--- src/rtl/acc_seq_pkg.sv ---
// Shared definitions for the 4-bit accumulator sequencer: op encodings,
// FSM state type and saturation limits.
package acc_seq_pkg;

  typedef enum logic [1:0] {
    OP_LOAD  = 2'b00,
    OP_ADD   = 2'b01,
    OP_SUB   = 2'b10,
    OP_CLEAR = 2'b11
  } op_e;

  typedef enum logic [1:0] {
    IDLE   = 2'b00,
    WAIT   = 2'b01,
    RESULT = 2'b10
  } state_e;

  localparam logic [3:0] SAT_POS = 4'b0111;
  localparam logic [3:0] SAT_NEG = 4'b1000;

endpackage

--- src/rtl/acc_flag_unit.sv ---
// Signed-overflow detection and next-accumulator selection for ADD/SUB.
// Saturation on overflow is built only when ACC_SATURATE_EN is defined.
module acc_flag_unit
  import acc_seq_pkg::*;
(
  input  logic [3:0] a,
  input  logic [3:0] b,
  input  logic [3:0] s,
  input  logic       sel,
  output logic       ovf,
  output logic [3:0] acc_next
);

  always_comb begin
    // SUB adds ~b, so operand signs must differ for an overflow to be possible.
    ovf = (sel ? (a[3] != b[3]) : (a[3] == b[3])) && (s[3] != a[3]);
`ifdef ACC_SATURATE_EN
    acc_next = ovf ? (a[3] ? SAT_NEG : SAT_POS) : s;
`else
    acc_next = s;
`endif
  end

endmodule

--- src/rtl/acc_sequencer_4bit.sv ---
// Accumulator sequencer driving an external 4-bit adder_subtractor through an
// IDLE/WAIT/RESULT handshake FSM. Optional saturation: ACC_SATURATE_EN.
module acc_sequencer_4bit
  import acc_seq_pkg::*;
#(
  parameter int unsigned ADD_WAIT = 1
) (
  input  logic       clk,
  input  logic       rst,
  input  logic       in_valid,
  output logic       in_ready,
  input  logic [1:0] in_op,
  input  logic [3:0] in_operand,
  output logic [3:0] add_a,
  output logic [3:0] add_b,
  output logic       add_sel,
  input  logic [3:0] add_s,
  input  logic       add_cout,
  output logic       out_valid,
  input  logic       out_ready,
  output logic [3:0] out_acc,
  output logic       out_cout,
  output logic       out_ovf
);

  localparam logic [3:0] LAST_WAIT = 4'(ADD_WAIT - 1);

  state_e     state_q, state_d;
  logic [3:0] acc_q, acc_d;
  logic       cout_q, cout_d;
  logic       ovf_q, ovf_d;
  logic [3:0] add_a_q, add_a_d;
  logic [3:0] add_b_q, add_b_d;
  logic       add_sel_q, add_sel_d;
  logic       out_valid_q, out_valid_d;
  logic       in_ready_q, in_ready_d;
  logic [3:0] cnt_q, cnt_d;

  logic       flag_ovf;
  logic [3:0] flag_acc;

  acc_flag_unit u_flag (
    .a        (add_a_q),
    .b        (add_b_q),
    .s        (add_s),
    .sel      (add_sel_q),
    .ovf      (flag_ovf),
    .acc_next (flag_acc)
  );

  always_comb begin
    // NOTE: every signal gets its hold value first so no path leaves it unassigned (no latches).
    state_d     = state_q;
    acc_d       = acc_q;
    cout_d      = cout_q;
    ovf_d       = ovf_q;
    add_a_d     = add_a_q;
    add_b_d     = add_b_q;
    add_sel_d   = add_sel_q;
    out_valid_d = out_valid_q;
    in_ready_d  = in_ready_q;
    cnt_d       = cnt_q;

    case (state_q)
      IDLE: begin
        if (in_valid) begin
          in_ready_d = 1'b0;
          case (op_e'(in_op))
            OP_LOAD, OP_CLEAR: begin
              acc_d       = (op_e'(in_op) == OP_LOAD) ? in_operand : 4'b0000;
              cout_d      = 1'b0;
              ovf_d       = 1'b0;
              out_valid_d = 1'b1;
              state_d     = RESULT;
            end
            default: begin
              add_a_d   = acc_q;
              add_b_d   = in_operand;
              add_sel_d = (op_e'(in_op) == OP_SUB);
              cnt_d     = 4'd0;
              state_d   = WAIT;
            end
          endcase
        end
      end
      WAIT: begin
        if (cnt_q == LAST_WAIT) begin
          acc_d       = flag_acc;
          cout_d      = add_cout;
          ovf_d       = flag_ovf;
          out_valid_d = 1'b1;
          state_d     = RESULT;
        end else begin
          cnt_d = cnt_q + 4'd1;
        end
      end
      RESULT: begin
        if (out_ready) begin
          out_valid_d = 1'b0;
          in_ready_d  = 1'b1;
          state_d     = IDLE;
        end
      end
      default: begin
        state_d    = IDLE;
        in_ready_d = 1'b1;
      end
    endcase
  end

  // NOTE: sequential state uses non-blocking assignments; reset is asynchronous.
  always_ff @(posedge clk or posedge rst) begin
    if (rst) begin
      state_q     <= IDLE;
      acc_q       <= 4'b0000;
      cout_q      <= 1'b0;
      ovf_q       <= 1'b0;
      add_a_q     <= 4'b0000;
      add_b_q     <= 4'b0000;
      add_sel_q   <= 1'b0;
      out_valid_q <= 1'b0;
      in_ready_q  <= 1'b1;
      cnt_q       <= 4'd0;
    end else begin
      state_q     <= state_d;
      acc_q       <= acc_d;
      cout_q      <= cout_d;
      ovf_q       <= ovf_d;
      add_a_q     <= add_a_d;
      add_b_q     <= add_b_d;
      add_sel_q   <= add_sel_d;
      out_valid_q <= out_valid_d;
      in_ready_q  <= in_ready_d;
      cnt_q       <= cnt_d;
    end
  end

  assign in_ready  = in_ready_q;
  assign add_a     = add_a_q;
  assign add_b     = add_b_q;
  assign add_sel   = add_sel_q;
  assign out_valid = out_valid_q;
  assign out_acc   = acc_q;
  assign out_cout  = cout_q;
  assign out_ovf   = ovf_q;

endmodule

--- config.mk ---
export PLATFORM = sky130hd
export DESIGN_NAME = acc_sequencer_4bit
export DESIGN_NICKNAME = d
export VERILOG_FILES = /design/src/rtl/acc_seq_pkg.sv /design/src/rtl/acc_flag_unit.sv /design/src/rtl/acc_sequencer_4bit.sv
export SDC_FILE = /design/constraint.sdc
export NUM_CORES = 1
export LEC_CHECK = 0
export BUFFER_PORTS_ARGS = -buffer_cell sky130_fd_sc_hd__clkbuf_2
export CAP_MARGIN = 30
export CORE_MARGIN = 2
export CORE_UTILIZATION = 55
export CTS_CLUSTER_DIAMETER = 80
export DETAILED_ROUTE_END_ITERATION = 12
export PLACE_DENSITY = 0.79
export SETUP_SLACK_MARGIN = 0.05
export SLEW_MARGIN = 25
export SYNTH_ARGS = -nofsm -noshare
export SYNTH_HDL_FRONTEND = slang
export SYNTH_SLANG_ARGS = --single-unit
--- constraint.sdc ---
create_clock -name clk -period 2.39 [get_ports clk]
set_input_delay 0.478 -clock clk [delete_from_list [all_inputs] [get_ports clk]]
set_output_delay 0.478 -clock clk [all_outputs]
set_load 0.005 [all_outputs]
Word level (Yosys, flattened, before mapping). Index checks and enable logic that the tools add are counted.

Input port bits: 15. Output and inout port bits: 17. Logic and storage cells: 68. Bits in registers: 23. Memories: 0. RAM bits: 0. Latch bits: 0. Memory bits (read-only): 0.

Add/subtract/negate cells: 1. Divide/modulo/power cells: 0. Shift operators: 0. Multiplexer cells: 29. Reduce and logical (&&, ||, !) cells: 13. Equal/unequal tests: 13. Bitwise operators: 2. Multiply operators: 0. Magnitude comparators: 0.

Operator list (count): $mux W4 (7); $pmux W4 S2 (2); $mux W1 (11); $ne A2 B2 Y1 const B (5); $reduce_and A3 Y1 (3); $mux W2 (4); $reduce_and A4 Y1 (2); $eq A2 B2 Y1 const B (3); $pmux W1 S3 (2); $pmux W2 S3 (1); $reduce_and A5 Y1 (1); $add A4 B1 Y4 const B (1); $logic_not A2 Y1 (2); $logic_not A4 Y1 (1); $pmux W1 S2 (2); $reduce_bool A3 Y1 (1); $eq A2 B1 Y1 const B (1); $ne A1 B1 Y1 (2); $ne A2 B1 Y1 const B (1); $not A1 Y1 (2); $reduce_bool A2 Y1 (1); $reduce_or A2 Y1 (1); $eq A1 B1 Y1 (1); $logic_and A1 B1 Y1 (1).

Depth between registers and ports, before layout.
Word-level depth: 5. Mapped depth: 5. Mapped depth without buffers: 5.

Hierarchy. Synthesis repeated with hierarchy kept, for this count alone.

Cells, all modules: 110. Area, all modules: 1222.4 um^2.

By module, submodules not included: acc_sequencer_4bit (instances 1, cells an instance 102, seq. area each 576.8 um^2, area each 1158.6 um^2); acc_flag_unit (instances 1, cells an instance 8, seq. area each 0.0 um^2, area each 63.8 um^2).

Worst setup path before layout. OpenSTA, ideal clock, no wires.

Kind: in2reg. Start: in in_op[0]. End: reg acc_q[0] (netlist: out_acc[0]). Library setup time: 125 ps. Required time: 2265 ps. Stages: 5. Arrival time: 1461 ps. Path buffers: 0. Path slack: 804 ps. Path through: inv_1 ha_1 inv_1 a22oi_4 mux2_2.

Longest elaborated chain between the ends: 5. Elaborated cells on any way between the ends: 9. Classes of those cells: eq/ne (2); mux (4); reduce/logical (3).

Ends and longest elaborated chain: start, declared (line acc_sequencer_4bit.sv:12) `input logic [1:0] in_op,`; $logic_not A2 Y1 (line acc_sequencer_4bit.sv:68, acc_sequencer_4bit.sv:70); $mux W4 (line acc_sequencer_4bit.sv:70) `acc_d = (op_e'(in_op) == OP_LOAD) ? in_operand : 4'b0000;`; $mux W4 (line acc_sequencer_4bit.sv:68) `case (op_e'(in_op))`; $mux W4 (line acc_sequencer_4bit.sv:66) `if (in_valid) begin`; $pmux W4 S2 (line acc_sequencer_4bit.sv:64) `case (state_q)`; end signal, assigned (line acc_sequencer_4bit.sv:115) `acc_q <= 4'b0000;`; end signal, assigned (line acc_sequencer_4bit.sv:126) `acc_q <= acc_d;`; end, declared (line acc_sequencer_4bit.sv:29) `logic [3:0] acc_q, acc_d;`.

Parallel ways exist; a longest one is shown, timed or not. The select of a mux whose other input is x is not followed. A chain may end at the register's enable or synchronous reset.

Worst setup path in the final report.
Start: reg state_q[0]. End: reg add_b_q[1] (netlist: add_b[1]).

Longest elaborated chain between the ends: 2.

Ends and longest elaborated chain: start, declared (line acc_sequencer_4bit.sv:28) `state_e state_q, state_d;`; start signal, assigned (line acc_sequencer_4bit.sv:125) `state_q <= state_d;`; $logic_not A2 Y1 (line acc_sequencer_4bit.sv:64); $reduce_and A3 Y1 (no source line); end signal, assigned (line acc_sequencer_4bit.sv:119) `add_b_q <= 4'b0000;`; end signal, assigned (line acc_sequencer_4bit.sv:130) `add_b_q <= add_b_d;`; end, declared (line acc_sequencer_4bit.sv:33) `logic [3:0] add_b_q, add_b_d;`.

No other way between the ends.

==> qor.txt <==
status -> finished, final reports clean
TritonCTS buffer count -> 3
DR DRC count -> 0
Seq/Total Area, Yosys -> 47.7%
Post-Layout Cell Count -> 156
Worst-path clk slew -> 0.13 ns
vias in the first global route -> 895
Area after DPL -> 1360 um^2
first-pass GRT wire length -> 4.18 mm
IO Pins -> 32
Mapped Cells -> 96
clock sinks -> 23
fin util -> 69.5%
Setup TNS Final -> 0 ns
Die ar. -> 2590 um^2
Synth async-reset ratio -> 100%
worst slew pin tran -> 0.521 ns
Port-buffer cells -> 31
YS warnings -> 0
Place WS -> 0.627 ns
grt total ovfl -> 0
Worst Path Max Fanout -> 13
Die H -> 50.9 um
clk_lat worst skew -> 0.31 ns
EDFF count, synth -> 0
Initial Utilization -> 59.8%
Top FF cell, synth -> dfrtp_1
total track usage -> 21.4%
Crit. Startpoint -> state_q[0]$_DFFE_PP0P_
wire length per cell -> 15.5 um
CTS tree -> done
Syn Nets -> 115
Setup-failing EPs final -> 0
critical path startpoint category -> flip-flop
RSZ-0062 raised after global routing -> no
Power Dens Cells -> 1100 nW/um^2
fin crit period -> 1.65 ns
Root Buffer -> clkbuf_4
Slew Viols, Final -> 0
DRT antenna net count -> 0
Max Cap Violations -> 0
DP HPWL -> 1.80 mm
synth unique cells -> 32
final instance area -> 1410 um^2
clk buf depth -> 2
Final nets -> 149
largest net degree at the start of global routing -> 24
kind of critical path -> reg2reg
hold_ws -> 0.0754 ns
Leak Pwr -> 0.707 nW
Hold Buf Count CTS -> 0
# Post-CTS Setup Buffers -> 0
worst hold path class -> in2async
vias -> 881
Peak Freq -> 605 MHz
fill cell count -> 152
Initial DRT Pass Iterations -> 4
Ant. Diodes -> 0
Inst Count DP -> 151
fin crit share -> 69.1%
Detailed Route Iter0 Violations -> 18
PnR worst setup slack -> 0.738 ns
drt total wl -> 2.42 mm
worst slew margin relative to its limit -> 65.2%
register bit count reported by yosys -> 23
maximum VDD drop -> 595 uV
Area Growth Syn to Fin -> 16.1%
Final Wtd Congestion -> 0.725
Rows -> 16
Worst Skew -> 0.00785 ns
CORE AREA -> 2020 um^2
initial antenna violation count -> 0
Syn Area/Cell -> 12.6 um^2
synthesized cell area -> 1210 um^2
Final Hold Viols -> 0
layout cells sized above 1 -> 42.6%
CP Capture Type -> flip-flop
most frequent cells in the layout -> clkbuf_2 (31), dfrtp_1 (22), mux2_4 (9), o21ai_0 (8), inv_1 (8)
total power -> 1.54 mW
routed vias/inst -> 5.65
leading cell type in the layout, fill and taps excluded -> clkbuf_2
post-CTS sizing -> 0
RR Startpoint -> state_q[0]$_DFFE_PP0P_
CP Data Required Time -> 2.60 ns
critical path data arrival time -> 1.87 ns
die width -> 50.9 um
H-Tree Depth -> 1
[path summary, 6_finish.rpt]
check	endpoint	slack, ns	depth (start not counted)
setup / recovery	add_b[1]$_DFFE_PP0P_	0.74	3
hold / removal	add_a[1]$_DFFE_PP0P_	0.08	2
setup reg to reg	add_b[1]$_DFFE_PP0P_	0.74	3
hold reg to reg	add_b[0]$_DFFE_PP0P_	0.53	1
max in group asynchronous	in_ready$_DFFE_PP1P_	1.81	3
min in group clk	state_q[1]$_DFFE_PP0P_	0.37	2
[layer usage]
layer	up-vias	track usage, %	share of wire [%]
met4	0	5.41	1.3
met3	5	2.63	3.4
met5	-	0	0
met1	442	27.3	46
met2	28	38.3	49
li1	406	-	-
[report_power, final]
part           switching, mW  internal (mW)
logic                  0.272          0.386
clock network          0.116         0.0653
registers              0.166          0.539
[critical path, cell delays in order (launching register included)]
cell and delay, ns:
dfrtp_1 0.58, nor3b_4 0.34, and2_4 0.30, mux2_4 0.32
[sequential cells by signal, summed over array words and instances (netlist names)]
name / cells
add_a: 4
add_b: 4
cnt_q: 4
out_acc: 4
state_q: 2
add_sel: 1
in_ready: 1
out_cout: 1
out_ovf: 1
out_valid: 1
[synthesized netlist by cell type, drive strengths merged, types with 2 or more instances]
| master | count | share of area [%] |
|---|---|---|
| inv | 8 | 2.5 |
| nand3b | 4 | 2.5 |
| o31ai | 2 | 1.2 |
| mux2i | 2 | 1.7 |
| o21ai | 8 | 3.3 |
| mux2 | 13 | 15 |
| a21oi | 2 | 0.83 |
| nand2b | 4 | 2.1 |
| a22o | 2 | 1.4 |
| buf | 3 | 2.9 |
| ha | 4 | 4.1 |
| nor3b | 3 | 3.2 |
| dfrtp | 22 | 46 |
| nand3 | 2 | 0.83 |
| nand2 | 4 | 1.2 |
[final cells by class]
type | instances | area [um^2] | share of cell area [%]
repair buffers | 32 | 170 | 12.1
flip-flops and latches | 23 | 577 | 41.1
inverters | 8 | 30.0 | 2.14
multi-input cells | 62 | 568 | 40.4
clock buffers | 4 | 26.3 | 1.87
well taps | 27 | 33.8 | 2.40
[logic make-up (layout without fill, tap and decap cells)]
group	Yosys count	in the layout	synth area share, %
flops	23	23	47.7
simple gates	21	21	12.4
compound gates	20	20	12.4
mux	15	15	16.5
buf+inv	11	44	5.38
fa+ha+maj	4	4	4.14
xor+xnor	2	2	1.45
(Power assumes the default switching activity.)
